$ cat src/rtl/int_seq_if.sv
// -----------------------------------------------------------------------------
// int_seq_if : bus bundle between the interrupt sequencer and its neighbours.
//   IRQ_SRC  [7:0]  raw asynchronous peripheral interrupt lines
//   IRQ_REQ         request to the core (registered in the sequencer)
//   IRQ_VEC  [23:0] vector address, stable while IRQ_REQ=1
//   IRQ_CODE [2:0]  source number being requested
//   IRQ_ACK         one-cycle acknowledge from the core
//   WB_*            8-bit Wishbone slave (zero wait state, WB_ACKo tied 1)
// The master modport is the system side (core + bus master + sources).
// The slave modport is the sequencer itself.
// -----------------------------------------------------------------------------
interface int_seq_if;
  logic [7:0]  IRQ_SRC;
  logic        IRQ_REQ;
  logic [23:0] IRQ_VEC;
  logic [2:0]  IRQ_CODE;
  logic        IRQ_ACK;
  logic [2:0]  WB_ADRi;
  logic [7:0]  WB_DATi;
  logic [7:0]  WB_DATo;
  logic        WB_WEi;
  logic        WB_CYCi;
  logic        WB_STBi;
  logic        WB_ACKo;

  modport master (
    output IRQ_SRC, IRQ_ACK, WB_ADRi, WB_DATi, WB_WEi, WB_CYCi, WB_STBi,
    input  IRQ_REQ, IRQ_VEC, IRQ_CODE, WB_DATo, WB_ACKo
  );

  modport slave (
    input  IRQ_SRC, IRQ_ACK, WB_ADRi, WB_DATi, WB_WEi, WB_CYCi, WB_STBi,
    output IRQ_REQ, IRQ_VEC, IRQ_CODE, WB_DATo, WB_ACKo
  );
endinterface

$ cat src/rtl/int_seq.sv
// -----------------------------------------------------------------------------
// int_seq : interrupt sequencer for the LS1u core.
// Tracks pending and in-service sources, nests by priority (highest index
// wins), and presents one vector at a time to the core with a req/ack
// handshake. Configuration and end-of-interrupt go through an 8-bit Wishbone
// slave.
//   clk  : system clock
//   rst  : asynchronous active-high reset
//   bus  : int_seq_if.slave (IRQ_SRC/REQ/VEC/CODE/ACK and WB_* signals)
// Register map (WB_ADRi):
//   0 CTRL  {EN, 5'b0, VSIZ[1:0]}
//   1..3    VBASE[7:0] / [15:8] / [23:16]
//   4 MASK  1 = source enabled
//   5 TRIG  1 = edge, 0 = level
//   6 PEND  read pending, write-1-clears edge-pending bits
//   7 ISR   read in-service, any write = EOI (clears highest set ISR bit)
// -----------------------------------------------------------------------------
module int_seq #(
  parameter int NSRC        = 8,
  parameter int SYNC_STAGES = 2
) (
  input  logic clk,
  input  logic rst,
  int_seq_if.slave bus
);

  typedef enum logic {IDLE, REQ} state_t;

  state_t            state_q, state_d;
  logic              irqReq_q, irqReq_d;
  logic [23:0]       irqVec_q, irqVec_d;
  logic [2:0]        irqCode_q, irqCode_d;

  logic              en_q;
  logic [1:0]        vsiz_q;
  logic [23:0]       vbase_q;
  logic [NSRC-1:0]   mask_q;
  logic [NSRC-1:0]   trig_q;
  logic [NSRC-1:0]   pend_q, pend_d;
  logic [NSRC-1:0]   isr_q, isr_d;

  logic [NSRC-1:0]   sync_q [SYNC_STAGES];
  logic [NSRC-1:0]   hist_q;

  logic [NSRC-1:0]   syncOut;
  logic [NSRC-1:0]   rise;
  logic [NSRC-1:0]   eligible;
  logic [2:0]        winner;
  logic [2:0]        isrTop;
  logic              accept;
  logic              wbWrite;
  logic [NSRC-1:0]   w1cMask;
  logic [NSRC-1:0]   eoiClr;
  logic [NSRC-1:0]   ackSet;
  logic [2:0]        shAmt;
  logic [7:0]        rdData;

  // Index of the highest set bit; 0 when nothing is set (callers qualify).
  function automatic logic [2:0] highestIdx(input logic [NSRC-1:0] v);
    logic [2:0] idx;
    idx = 3'd0;
    for (int i = 0; i < NSRC; i++) begin
      if (v[i]) idx = 3'(i);
    end
    return idx;
  endfunction

  // Source synchronizer chain plus one history stage for edge detection.
  always_ff @(posedge clk or posedge rst) begin
    if (rst) begin
      for (int s = 0; s < SYNC_STAGES; s++) sync_q[s] <= '0;
      hist_q <= '0;
    end else begin
      sync_q[0] <= bus.IRQ_SRC;
      for (int s = 1; s < SYNC_STAGES; s++) sync_q[s] <= sync_q[s-1];
      hist_q <= sync_q[SYNC_STAGES-1];
    end
  end

  assign syncOut  = sync_q[SYNC_STAGES-1];
  assign rise     = syncOut & ~hist_q;
  assign wbWrite  = bus.WB_CYCi & bus.WB_STBi & bus.WB_WEi;
  assign eligible = pend_q & mask_q;
  assign winner   = highestIdx(eligible);
  assign isrTop   = highestIdx(isr_q);

  // A new request must outrank everything already in service.
  assign accept = en_q && (|eligible) && ((isr_q == '0) || (winner > isrTop));

  assign w1cMask = (wbWrite && bus.WB_ADRi == 3'd6) ? bus.WB_DATi : '0;

  // EOI acts on the ISR as it stood before any same-cycle ACK.
  assign eoiClr = (wbWrite && bus.WB_ADRi == 3'd7 && (|isr_q))
                  ? (NSRC'(1) << isrTop) : '0;

  assign shAmt = 3'd2 + {1'b0, vsiz_q};

  // Configuration registers; PEND and ISR are handled with the FSM state.
  always_ff @(posedge clk or posedge rst) begin
    if (rst) begin
      en_q    <= 1'b0;
      vsiz_q  <= 2'd0;
      vbase_q <= '0;
      mask_q  <= '0;
      trig_q  <= '0;
    end else if (wbWrite) begin
      case (bus.WB_ADRi)
        3'd0: begin
          en_q   <= bus.WB_DATi[7];
          vsiz_q <= bus.WB_DATi[1:0];
        end
        3'd1: vbase_q[7:0]   <= bus.WB_DATi;
        3'd2: vbase_q[15:8]  <= bus.WB_DATi;
        3'd3: vbase_q[23:16] <= bus.WB_DATi;
        3'd4: mask_q         <= bus.WB_DATi;
        3'd5: trig_q         <= bus.WB_DATi;
        default: ;
      endcase
    end
  end

  // Request FSM. Withdrawal only happens when no ACK arrives that cycle.
  always_comb begin
    state_d   = state_q;
    irqReq_d  = irqReq_q;
    irqVec_d  = irqVec_q;
    irqCode_d = irqCode_q;
    ackSet    = '0;
    case (state_q)
      IDLE: begin
        if (accept) begin
          irqCode_d = winner;
          irqVec_d  = vbase_q + (24'(winner) << shAmt);
          irqReq_d  = 1'b1;
          state_d   = REQ;
        end
      end
      REQ: begin
        if (bus.IRQ_ACK) begin
          irqReq_d = 1'b0;
          ackSet   = NSRC'(1) << irqCode_q;
          state_d  = IDLE;
        end else if (!(pend_q[irqCode_q] && mask_q[irqCode_q] && en_q)) begin
          irqReq_d = 1'b0;
          state_d  = IDLE;
        end
      end
      default: state_d = IDLE;
    endcase
  end

  // Edge bits: clears first, so a same-cycle rising edge wins.
  // Level bits simply follow the synchronized line.
  always_comb begin
    pend_d = (trig_q & ((pend_q & ~(w1cMask | ackSet)) | rise))
           | (~trig_q & syncOut);
    isr_d  = (isr_q & ~eoiClr) | ackSet;
  end

  always_ff @(posedge clk or posedge rst) begin
    if (rst) begin
      state_q   <= IDLE;
      irqReq_q  <= 1'b0;
      irqVec_q  <= '0;
      irqCode_q <= '0;
      pend_q    <= '0;
      isr_q     <= '0;
    end else begin
      state_q   <= state_d;
      irqReq_q  <= irqReq_d;
      irqVec_q  <= irqVec_d;
      irqCode_q <= irqCode_d;
      pend_q    <= pend_d;
      isr_q     <= isr_d;
    end
  end

  always_comb begin
    rdData = '0;
    case (bus.WB_ADRi)
      3'd0: rdData = {en_q, 5'b0, vsiz_q};
      3'd1: rdData = vbase_q[7:0];
      3'd2: rdData = vbase_q[15:8];
      3'd3: rdData = vbase_q[23:16];
      3'd4: rdData = mask_q;
      3'd5: rdData = trig_q;
      3'd6: rdData = pend_q;
      3'd7: rdData = isr_q;
      default: rdData = '0;
    endcase
  end

  assign bus.WB_DATo  = rdData;
  assign bus.WB_ACKo  = 1'b1;
  assign bus.IRQ_REQ  = irqReq_q;
  assign bus.IRQ_VEC  = irqVec_q;
  assign bus.IRQ_CODE = irqCode_q;

endmodule
$ cat src/flat_wrapper.sv
// flat-port wrapper written by rule: the top's interface ports become plain ports
module int_seq_flat 
#(
  parameter int NSRC        = 8,
  parameter int SYNC_STAGES = 2
)
  (clk, rst, bus_IRQ_SRC, bus_IRQ_ACK, bus_WB_ADRi, bus_WB_DATi, bus_WB_WEi, bus_WB_CYCi, bus_WB_STBi, bus_IRQ_REQ, bus_IRQ_VEC, bus_IRQ_CODE, bus_WB_DATo, bus_WB_ACKo);
  int_seq_if bus_i ();
  input  logic clk;
  input  logic rst;
  input wire logic [$bits(bus_i.IRQ_SRC)-1:0] bus_IRQ_SRC;
  input wire logic [$bits(bus_i.IRQ_ACK)-1:0] bus_IRQ_ACK;
  input wire logic [$bits(bus_i.WB_ADRi)-1:0] bus_WB_ADRi;
  input wire logic [$bits(bus_i.WB_DATi)-1:0] bus_WB_DATi;
  input wire logic [$bits(bus_i.WB_WEi)-1:0] bus_WB_WEi;
  input wire logic [$bits(bus_i.WB_CYCi)-1:0] bus_WB_CYCi;
  input wire logic [$bits(bus_i.WB_STBi)-1:0] bus_WB_STBi;
  output wire logic [$bits(bus_i.IRQ_REQ)-1:0] bus_IRQ_REQ;
  output wire logic [$bits(bus_i.IRQ_VEC)-1:0] bus_IRQ_VEC;
  output wire logic [$bits(bus_i.IRQ_CODE)-1:0] bus_IRQ_CODE;
  output wire logic [$bits(bus_i.WB_DATo)-1:0] bus_WB_DATo;
  output wire logic [$bits(bus_i.WB_ACKo)-1:0] bus_WB_ACKo;
  assign bus_i.IRQ_SRC = bus_IRQ_SRC;
  assign bus_i.IRQ_ACK = bus_IRQ_ACK;
  assign bus_i.WB_ADRi = bus_WB_ADRi;
  assign bus_i.WB_DATi = bus_WB_DATi;
  assign bus_i.WB_WEi = bus_WB_WEi;
  assign bus_i.WB_CYCi = bus_WB_CYCi;
  assign bus_i.WB_STBi = bus_WB_STBi;
  assign bus_IRQ_REQ = bus_i.IRQ_REQ;
  assign bus_IRQ_VEC = bus_i.IRQ_VEC;
  assign bus_IRQ_CODE = bus_i.IRQ_CODE;
  assign bus_WB_DATo = bus_i.WB_DATo;
  assign bus_WB_ACKo = bus_i.WB_ACKo;
  int_seq #(.NSRC(NSRC), .SYNC_STAGES(SYNC_STAGES)) u_core (.clk(clk), .rst(rst), .bus(bus_i));
endmodule
$ cat config.mk
export PLATFORM = sky130hd
export DESIGN_NAME = int_seq_flat
export DESIGN_NICKNAME = d
export VERILOG_FILES = /design/src/rtl/int_seq_if.sv /design/src/rtl/int_seq.sv /design/src/flat_wrapper.sv
export SDC_FILE = /design/constraint.sdc
export NUM_CORES = 1
export LEC_CHECK = 0
export CORE_UTILIZATION = 35
export CTS_CLUSTER_DIAMETER = 60
export DETAILED_ROUTE_END_ITERATION = 7
export GPL_ROUTABILITY_DRIVEN = 0
export GPL_TIMING_DRIVEN = 0
export PLACE_DENSITY = 0.54
export SKIP_LAST_GASP = 1
export SLEW_MARGIN = 20
export SYNTH_ARGS = -nofsm -noshare
export SYNTH_HDL_FRONTEND = slang
export SYNTH_SLANG_ARGS = --single-unit
export TNS_END_PERCENT = 30
$ cat constraint.sdc
create_clock -name clk -period 4.2 [get_ports clk]
set_input_delay 0.42 -clock clk [delete_from_list [all_inputs] [get_ports clk]]
set_output_delay 0.42 -clock clk [all_outputs]
set_load 0.03 [all_outputs]
Word-level counts from Yosys, hierarchy flattened
Cells that the tools add are included.
Widths: inputs -> output; s select.
{"block": "totals", "regBits": 112, "latchBits": 0, "ramBits": 0, "mem_bits_ro": 0, "inputBits": 25, "out_inout_bits": 37, "elab_cells": 100, "memories": 0}
{"block": "op_classes", "addsub": 2, "multipliers": 0, "div": 0, "order_cmp": 2, "n_eq_ne": 9, "shift": 3, "mux": 31, "n_bitwise": 17, "n_reduce_logical": 20}
{"operator": "$pmux 8 s8", "n": 1}
{"operator": "$and 8x8->8", "n": 6}
{"operator": "$mux 8", "n": 4}
{"operator": "$not 8->8", "n": 4}
{"operator": "$or 8x8->8", "n": 4}
{"operator": "$add 24x24->24", "n": 1}
{"operator": "$mux 3", "n": 8}
{"operator": "$shl 3x3->24", "n": 1}
{"operator": "$reduce_and 2->1", "n": 8}
{"operator": "$reduce_or 8->1", "n": 2}
{"operator": "$shl 1x3->8 const A", "n": 2}
{"operator": "$eq 3x3->1 const B", "n": 4}
{"operator": "$mux 1", "n": 10}
{"operator": "$logic_not 8->1", "n": 1}
{"operator": "$mux 2", "n": 4}
{"operator": "$logic_and 1x1->1", "n": 7}
{"operator": "$bmux 1 s3", "n": 2}
{"operator": "$eq 3x2->1 const B", "n": 2}
{"operator": "$lt 3x4->1 const B", "n": 1}
{"operator": "$pmux 1 s2", "n": 2}
{"operator": "$add 2x2->3 const A", "n": 1}
{"operator": "$eq 3x1->1 const B", "n": 1}
{"operator": "$gt 3x3->1", "n": 1}
{"operator": "$logic_not 3->1", "n": 1}
{"operator": "5 further kinds", "n": 6}

Longest topological paths before layout
Gate-level depths: netlist of run 1.
{"block": "depth", "depth_word": 13, "depth_mapped": 13, "mapped_depth_nobuf": 13}

Least setup slack after synthesis of run 1
Ideal clock, no wire load.
{"block": "synth_path", "path_kind": "reg2reg", "startpoint": "reg u_core.pend_q[2]", "endpoint": "reg u_core.irqVec_q[19], in the netlist u_core.bus.IRQ_VEC[19]", "setup_ns": 0.146, "t_arrival_ns": 3.170, "path_slack_ns": 0.883, "stages_incl_launch_ff": 14, "period_less_slack_ns": 3.317, "cell_sequence": "dfrtp_1 > nand2_1 > a32o_1 > a22o_1 > a21boi_0 > nor2_1 > mux2_2 > ha_1 > and2_1 > a221oi_2 > a21oi_1 > o21ai_0 > mux2i_1 > o311ai_0"}
{"block": "synth_via", "elab_chain_cells": 11, "word_cells_on_any_way": 15, "classes_between": "1 x add/sub; 1 x order compare; 1 x shift; 6 x mux; 1 x bitwise; 5 x reduce/logical"}
{"element": "start, declared", "line": "int_seq.sv:39", "source": "logic [NSRC-1:0] pend_q, pend_d;"}
{"element": "start signal, assigned", "line": "int_seq.sv:173", "source": "pend_q <= pend_d;"}
{"element": "$and 8x8->8 (*)", "line": "int_seq.sv:83", "source": "assign eligible = pend_q & mask_q;"}
{"element": "branches (longest 10 deep; another with $add 24x24->24)"}
{"element": "end signal, assigned", "line": "int_seq.sv:171", "source": "irqVec_q <= irqVec_d;"}
{"element": "end, declared", "line": "int_seq.sv:31", "source": "logic [23:0] irqVec_q, irqVec_d;"}
Mark *: on every way between the ends.
A chain may end at the register's enable or synchronous reset.

Worst setup path after layout of run 1
{"block": "layout_path", "startpoint": "reg u_core.pend_q[2]", "endpoint": "reg u_core.irqVec_q[21], in the netlist u_core.bus.IRQ_VEC[21]"}
The elaborated chain is that of the path after synthesis.

==> results of run 1 <==
-- synthesized netlist by cell type (all sizes together), types with 4 or more instances --
master  number  area (um^2)
nand2       90          338
o21ai       44          220
clkbuf      14         52.6
nand3       15         75.1
a221oi       4         41.3
dfrtp      112         2800
a21oi       19         95.1
xor2        14          123
nor2b        5         31.3
a21o         7         52.6
and2         5         31.3
and3         7         43.8
a22oi        4         30.0
inv         17         63.8
ha          13          163
mux2i        6         60.1
buf          8         46.3
nor2        24         90.1
nand4        7         43.8
mux2        50          563
nor3         8         40.0
mux4        10          225
-- through the flow --
stage          hold WS, ns  instance area [um^2]
2_1_floorplan        0.331                  5690
4_1_cts              0.352                  6890
3_3_place_gp         0.335                  6550
6_report             0.345                  6890
3_5_place_dp         0.336                  6580
5_1_grt              0.358                  6890
-- worst max-delay path, stage by stage (launching register included) --
cell	delay (ns)
sky130_fd_sc_hd__dfrtp_1	0.40
sky130_fd_sc_hd__nand2_1	0.09
sky130_fd_sc_hd__a32o_1	0.26
sky130_fd_sc_hd__a22o_1	0.19
sky130_fd_sc_hd__a21boi_1	0.39
sky130_fd_sc_hd__nor2_1	0.09
sky130_fd_sc_hd__mux2_2	0.28
sky130_fd_sc_hd__ha_1	0.34
sky130_fd_sc_hd__and2_1	0.18
sky130_fd_sc_hd__a221oi_2	0.29
sky130_fd_sc_hd__a21oi_1	0.21
sky130_fd_sc_hd__o21ai_1	0.41
sky130_fd_sc_hd__mux2i_1	0.23
sky130_fd_sc_hd__o311ai_0	0.14
-- registers in the layout (all words and copies together), names as in the netlist, 8 cells and up --
name                flops
u_core.bus.IRQ_VEC     24
u_core.hist_q           8
u_core.isr_q            8
u_core.mask_q           8
u_core.pend_q           8
u_core.syncOut          8
u_core.sync_q           8
u_core.trig_q           8
u_core.vbase_q         24
-- cell type report --
class	instances	area (um^2)	share of cell area, %
repair buffers	59	608	8.82
flip-flops and latches	112	2800	40.7
clock inverters	5	62.6	0.908
plain buffers	22	98.8	1.43
well taps	216	270	3.92
inverters	17	68.8	0.998
multi-input cells	387	2730	39.6
clock buffers	11	253	3.67
-- cells by family after synthesis --
kind of cell / synth area share (%)
compound gates: 12.2
xor+xnor: 2.47
fa+ha+maj: 3.22
buf+inv: 2.86
flops: 49.4
mux: 14.9
other cells: 0.132
simple gates: 14.8
-- final timing paths --
check                                       start                endpoint  cells past startpoint
worst max register to register   u_core.pend_q[2]  u_core.bus.IRQ_VEC[21]                     13
max in group asynchronous                     rst       u_core.syncOut[4]                      3
worst min register to register  u_core.sync_q[11]       u_core.syncOut[3]                      0
worst max-delay path             u_core.pend_q[2]  u_core.bus.IRQ_VEC[21]                     13
worst min-delay path            u_core.sync_q[11]       u_core.syncOut[3]                      0
min in group asynchronous                     rst  u_core.bus.IRQ_CODE[2]                      2
-- power by group through the flow --
stage	clock network [mW]	logic, mW	registers, mW
5_1_grt	0.974	2.00	1.64
2_1_floorplan	0	1.01	1.79
4_1_cts	0.931	1.84	1.60
3_5_place_dp	0	1.83	1.62
3_3_place_gp	0	1.80	1.61
6_report	0.906	1.83	1.60
-- routing by layer --
| metal | GRT usage, % | routed length, um |
|---|---|---|
| met2 | 30.9 | 7010 |
| met4 | 8.37 | 506 |
| met3 | 4.38 | 724 |
| met5 | 0 | 0 |
| met1 | 24.1 | 6540 |
==> results.md, run 1 <==
Outcome:
- The run finished with clean final reports.

Power:
- The total power density per cell area is 629 nW/um^2.
- Of the total power, the clock network draws 20.9%.
- The total design power is 4.33 mW.
- The peak supply drop is 0.315 mV.
- The net load switching power is 1.70 mW.
- The register share of total power is 36.9%.
- Internal power comes to 2.64 mW.
- The switching portion of total power is 39.2%.
- Summed over all cells, the static leakage comes to 2.99 nW.
- Combinational logic is responsible for 42.2% of the overall power.

Finish:
- The filler cells instantiated in the layout total 1565.
- The number of nets at the end of the flow is 647.
- In the layout the commonest cells are sky130_fd_sc_hd__dfrtp_1 (112), sky130_fd_sc_hd__nand2_1 (90), sky130_fd_sc_hd__clkdlybuf4s50_1 (58), sky130_fd_sc_hd__mux2_2 (50), sky130_fd_sc_hd__o21ai_0 (42).
- The fraction of the core area covered by cells at the end of the flow is 43.4%.
- The library cell used most frequently in the layout, excluding fill and tap cells, is sky130_fd_sc_hd__dfrtp_1.
- The area added between synthesis and finish is 21.4%.
- The layout cell share with drive strength beyond 1 is 14.8%.
- The antenna diode count is 0.
- After the flow finishes, the layout carries non-filler instances totaling 829.

Floorplanning:
- The width of the die is 129 um.
- In this run the standard cell core region covers 15900 um^2.
- The starting density of the core is 35.8%.
- The I/O pin count is 62.
- The area of the die is 16700 um^2.
- After floorplanning, the core was divided into 46 placement rows.
- The height of the chip is 129 um.

Critical path:
- The nature of the critical path endpoint is a flop.
- The startpoint kind of the worst setup timing path is a flop.
- The maximum fanout along the worst path is 6.
- The worst setup path is of the reg2reg kind.
- The worst path arrival time is 3.86 ns.
- The register-to-register path setup slack is 0.56 ns.
- The critical path required time is 4.42 ns.

Timing:
- The count of endpoints failing hold in the final timing report is 0.
- The headroom to the max-slew limit is 50.3%.
- Setup violations remaining at the end of the flow were counted as 0.
- The final critical path takes up 86.6% of the cycle.
- The final critical delay including setup and external delays is 3.64 ns.
- The final-report max-slew violation count is 0.
- The aggregate negative setup slack is 0 ns.
- At the pin with the least slew margin, the transition time is 0.743 ns.
- The largest clock skew in the final design is 0.00922 ns.
- Setup repair after global routing left no endpoint under its margin.
- The worst setup slack after layout is 0.561 ns.
- The maximum clock frequency is 275 MHz.

CTS:
- After clock tree synthesis, the clock-pin slew on the worst setup and hold paths is 0.07 ns.
- Clock latency on the worst-skew pair, taken at its later pin, is 0.36 ns.
- In this run, post-CTS hold repair placed 0 buffers.
- Clock tree synthesis found a total of 112 sinks.
- The number of buffers inserted to repair setup after CTS is 0.
- Post-CTS repair changed the size of 0 cells.
- The clock tree from TritonCTS is done.
- The H-tree was split into 3 levels.
- The clock passes through at most 2 buffers.
- The cell chosen for the clock root is sky130_fd_sc_hd__clkbuf_16.
- The total clock buffers created by CTS is 9.

Placed design:
- Buffers placed on the I/O ports in this run total 58.
- Detailed placement finished with a half-perimeter wire length of 11.2 mm.
- Before CTS, the worst setup slack after placement is 0.178 ns.
- The number of placed instances, taps included, is 813.

Synthesis:
- Summing every instance area after synthesis gives 5680 um^2.
- The synthesized area per cell is 10.6 um^2.
- The post-synthesis instance total is 534.
- The sequential fraction of the synthesis area is 49.4%.
- The number of different library cells in the post-synthesis netlist is 61.
- After synthesis the netlist holds a flip-flop and latch count of 112.
- In the synthesized netlist the dominant register cell turns out to be sky130_fd_sc_hd__dfrtp_1.
- The proportion of synthesized flip-flops having asynchronous set or reset is 100%.
- The count of flip-flops with a built-in enable after synthesis is 0.
- The number of warnings printed during yosys synthesis is 0.

Routing:
- The via count normalized by instance count is 5.16.
- In this run the remaining antenna-violating nets after routing total 0.
- Before antenna repair, the detailed router went through 5 iterations.
- In the routed design, unresolved DRC markers number 0.
- The total vias in the final route is 4274.
- The detailed-route wire length is 14.8 mm.
- The number of DRC markers in iteration 0 is 224.
- The average wire length per cell after detail routing is 17.8 um.

Global route:
- The initial antenna violation count is 0.
- Across every metal layer, demand over resource in global routing totals 19.0%.
- The via count of the first global-routing pass came to 4236.
- The first global-routing pass estimated 23.2 mm of wire.
- After global routing the overflow that remains totals 0.
- Entering global routing, the biggest net connects 60 pins.

Run:
- The total of max-cap violations is 0.

Worst hold path:
- The min-delay analysis places its worst path in the category reg2reg.
(Power assumes the default switching activity.)
==> run 2: changes to the inputs <==
ABC_CLOCK_PERIOD_IN_PS = 4200   (was not set)
==> results of run 2 <==
No change in the layout: final DEF, timing and power equal those of run 1.
==> run 3: changes to the inputs <==
CORE_UTILIZATION = 40   (was 35)
PLACE_DENSITY = 0.6   (was 0.54)
==> run 3 against run 2 <==
Net effect: maximum frequency shrank 8.2%; highest routed layer unchanged; clock skew grew 0.0019 ns; setup slack lost 0.33 ns; cell count shrank 4.3%; sequential power is essentially flat; design area shrank 0.89%; routed wire length shrank 3.2%; combinational power is essentially flat; count of clock-buffer cells in the layout is the same.
==> results.md, run 3 (synthesis gave the netlist of run 1 again) <==
Finish:
- 0 antenna diodes ended up in the layout.
- The most common cell after layout, fill and taps aside is sky130_fd_sc_hd__dfrtp_1.
- The post-route cell area is 6830 um^2.
- After the last flow step, the layout net total stands at 647.
- The area added between synthesis and finish is 20.3%.
- The layout cell share with drive strength beyond 1 is 14.7%.
- Leaving out filler cells and counting taps, the final layout contains 793.
- In the layout the commonest cells are sky130_fd_sc_hd__dfrtp_1 (112), sky130_fd_sc_hd__nand2_1 (90), sky130_fd_sc_hd__clkdlybuf4s50_1 (58), sky130_fd_sc_hd__mux2_2 (50), sky130_fd_sc_hd__o21ai_0 (43).
- Fill cells in the final layout number 1289.

Global route:
- The largest net degree at the start of global routing is 61.
- The first global-routing pass estimated 23.2 mm of wire.
- The initial antenna violation count came to 0.
- The total track usage is 21.2%.
- The aggregate global routing overflow is 0.
- The via count of the first global-routing pass was 4387.

Floorplanning:
- For this design the top-level I/O count stands at 62.
- The site row count is 43.
- For this configuration, the core starts out at a cell density of 40.9%.
- The width of the die is 121 um.
- The height of the chip is 121 um.
- The core box area is 13900 um^2.
- The die covers 14700 um^2.

Timing:
- Setup repair after global routing left no endpoint under its margin.
- The headroom to the max-slew limit is 52.1%.
- At the pin with the least slew margin, the transition time is 0.715 ns.
- The final-report max-slew violation count is 0.
- The final critical delay including setup and external delays is 3.96 ns.
- The largest clock skew in the final design is 0.0111 ns.
- The final number of setup-violating endpoints is 0.
- In the finished design, the share of the clock period the worst path needs comes to 94.4%.
- The count of endpoints failing hold in the final timing report came to 0.
- Across all setup checks in the final design, the least slack found is 0.236 ns.
- The maximum clock frequency is 252 MHz.

Worst hold path:
- The class of the most critical hold timing path is reg2reg.

Routing:
- After detailed routing, the number of remaining DRC violations is 0.
- The number of nets with antenna violations after detailed routing is 0.
- The detailed-route wire length is 14.3 mm.
- The via count normalized by instance count is 5.48.
- The average wire length per cell after detail routing is 18.0 um.
- The total vias in the final route is 4345.
- The number of DRC markers in iteration 0 is 366.
- The first TritonRoute pass finished after 5 iterations.

CTS:
- The total clock buffers created by CTS is 9.
- The cell chosen for the clock root is sky130_fd_sc_hd__clkbuf_16.
- The clock latency at the later pin of the worst-skew pair is 0.36 ns.
- After clock tree synthesis, the flow added hold-fix buffers numbering 0.
- In this run the post-CTS setup repair buffer count came out at 0.
- The number of H-tree levels is 3.
- The clock tree from TritonCTS is done.
- The maximum clock insertion buffer count is 2.
- The total number of clock tree sinks is 112.
- The clock input transition at the sequential cells of the worst setup and hold paths is 0.07 ns.

Critical path:
- The maximum fanout along the worst path is 6.
- The critical-path cell with the highest stage delay is sky130_fd_sc_hd__o21ai_0.
- In this design, the stage delay of the slowest critical-path cell is 0.58 ns.
- The worst setup path is of the reg2reg kind.
- The worst setup path is launched from a flop.
- The critical path required time is 4.42 ns.
- For the worst setup path, the data arrival time is 4.18 ns.
- The critical path goes through nand2_1, a32o_1, a22o_1, a21boi_1, nor2_1, mux2_2, ha_1, and2_1, a221oi_2, a21oi_1, o21ai_0, mux2i_1, o311ai_0.
- The nature of the critical path endpoint is a flop.

Power:
- For this design the ratio of total power to cell area is 628 nW/um^2.
- IR analysis of the VDD net gives a maximum drop of 0.373 mV.
- The static power due to leakage is 2.99 nW.

Outcome:
- The run finished with clean final reports.

Placed design:
- The placement-stage cell area is 6530 um^2.
- The placed wire-length estimate is 10.8 mm.
- After detailed placement, the design holds a cell count of 777.
- The number of port buffers is 58.
- The setup slack at placement is 0.128 ns.

Run:
- Max-cap violations in this run came to 0.
## run 3: cell types whose count changed in the layout (fill, tap and decap cells not counted)
cell	delta
sky130_fd_sc_hd__clkbuf_8	-1
sky130_fd_sc_hd__clkinvlp_4	-1
sky130_fd_sc_hd__clkbuf_1	+1
sky130_fd_sc_hd__o21ai_1	-1
sky130_fd_sc_hd__o21ai_0	+1
sky130_fd_sc_hd__inv_6	-1
sky130_fd_sc_hd__clkinv_2	+2
## run 3: path summary, 6_finish.rpt
check | slack, ns | end | start | cells after the start
hold / removal | 0.35 | u_core.syncOut[3] | u_core.sync_q[11] | 0
hold reg to reg | 0.35 | u_core.syncOut[3] | u_core.sync_q[11] | 0
setup / recovery | 0.24 | u_core.bus.IRQ_VEC[21] | u_core.pend_q[2] | 13
setup reg to reg | 0.24 | u_core.bus.IRQ_VEC[21] | u_core.pend_q[2] | 13
min in group asynchronous | 0.47 | u_core.vbase_q[1] | rst | 2
max in group asynchronous | 3.07 | u_core.syncOut[4] | rst | 3
## run 3: per-layer routing
layer	vias to the layer above	part of all wire, %	wire length (um)	GRT usage, %
met3	24	4.5	649	3.85
met2	125	50	7110	35.3
li1	2061	-	-	-
met5	-	0	0	0
met1	2135	43	6160	26.8
met4	0	2.7	388	9.65
## run 3: layout make-up
type | instances | area, um^2 | area share [%]
Multi-Input combinational cell | 387 | 2730 | 39.9
Buffer | 22 | 98.8 | 1.45
Timing Repair Buffer | 59 | 608 | 8.90
Clock inverter | 5 | 56.3 | 0.824
Tap cell | 180 | 225 | 3.30
Sequential cell | 112 | 2800 | 41.0
Inverter | 17 | 68.8 | 1.01
Clock buffer | 11 | 243 | 3.55
## run 3: timing repair
item / 4_1_cts / 5_1_grt
endpoints found under the hold margin: 0 / 0
gates resized for setup: 0 / 1
endpoints found under the setup margin: 0 / 3
## run 3: stage by stage
stage / TNS [ns] / total power [mW] / utilization, % / hold slack (ns)
floorplan: 0 / 2.80 / - / 0.331
global route: 0 / 4.58 / 49.2 / 0.364
finish: 0 / 4.29 / 49.2 / 0.353
CTS: 0 / 4.33 / 49.2 / 0.356
global placement: -83.48 / 3.39 / 46.8 / 0.332
detailed placement: 0 / 3.45 / 47.1 / 0.340
## run 3: worst max-delay path: cells and delay by family, from the launching register on
| kind | cells | cell delay (ns) |
|---|---|---|
| compound gates | 7 | 2.17 |
| mux | 2 | 0.53 |
| flops | 1 | 0.40 |
| simple gates | 3 | 0.37 |
| fa+ha+maj | 1 | 0.35 |
## run 3: report_power, final
part           leakage (nW)  switching, mW  internal [mW]
sequential             1.38          0.260           1.35
combinational          1.46           1.03          0.795
clock                 0.145          0.386          0.478
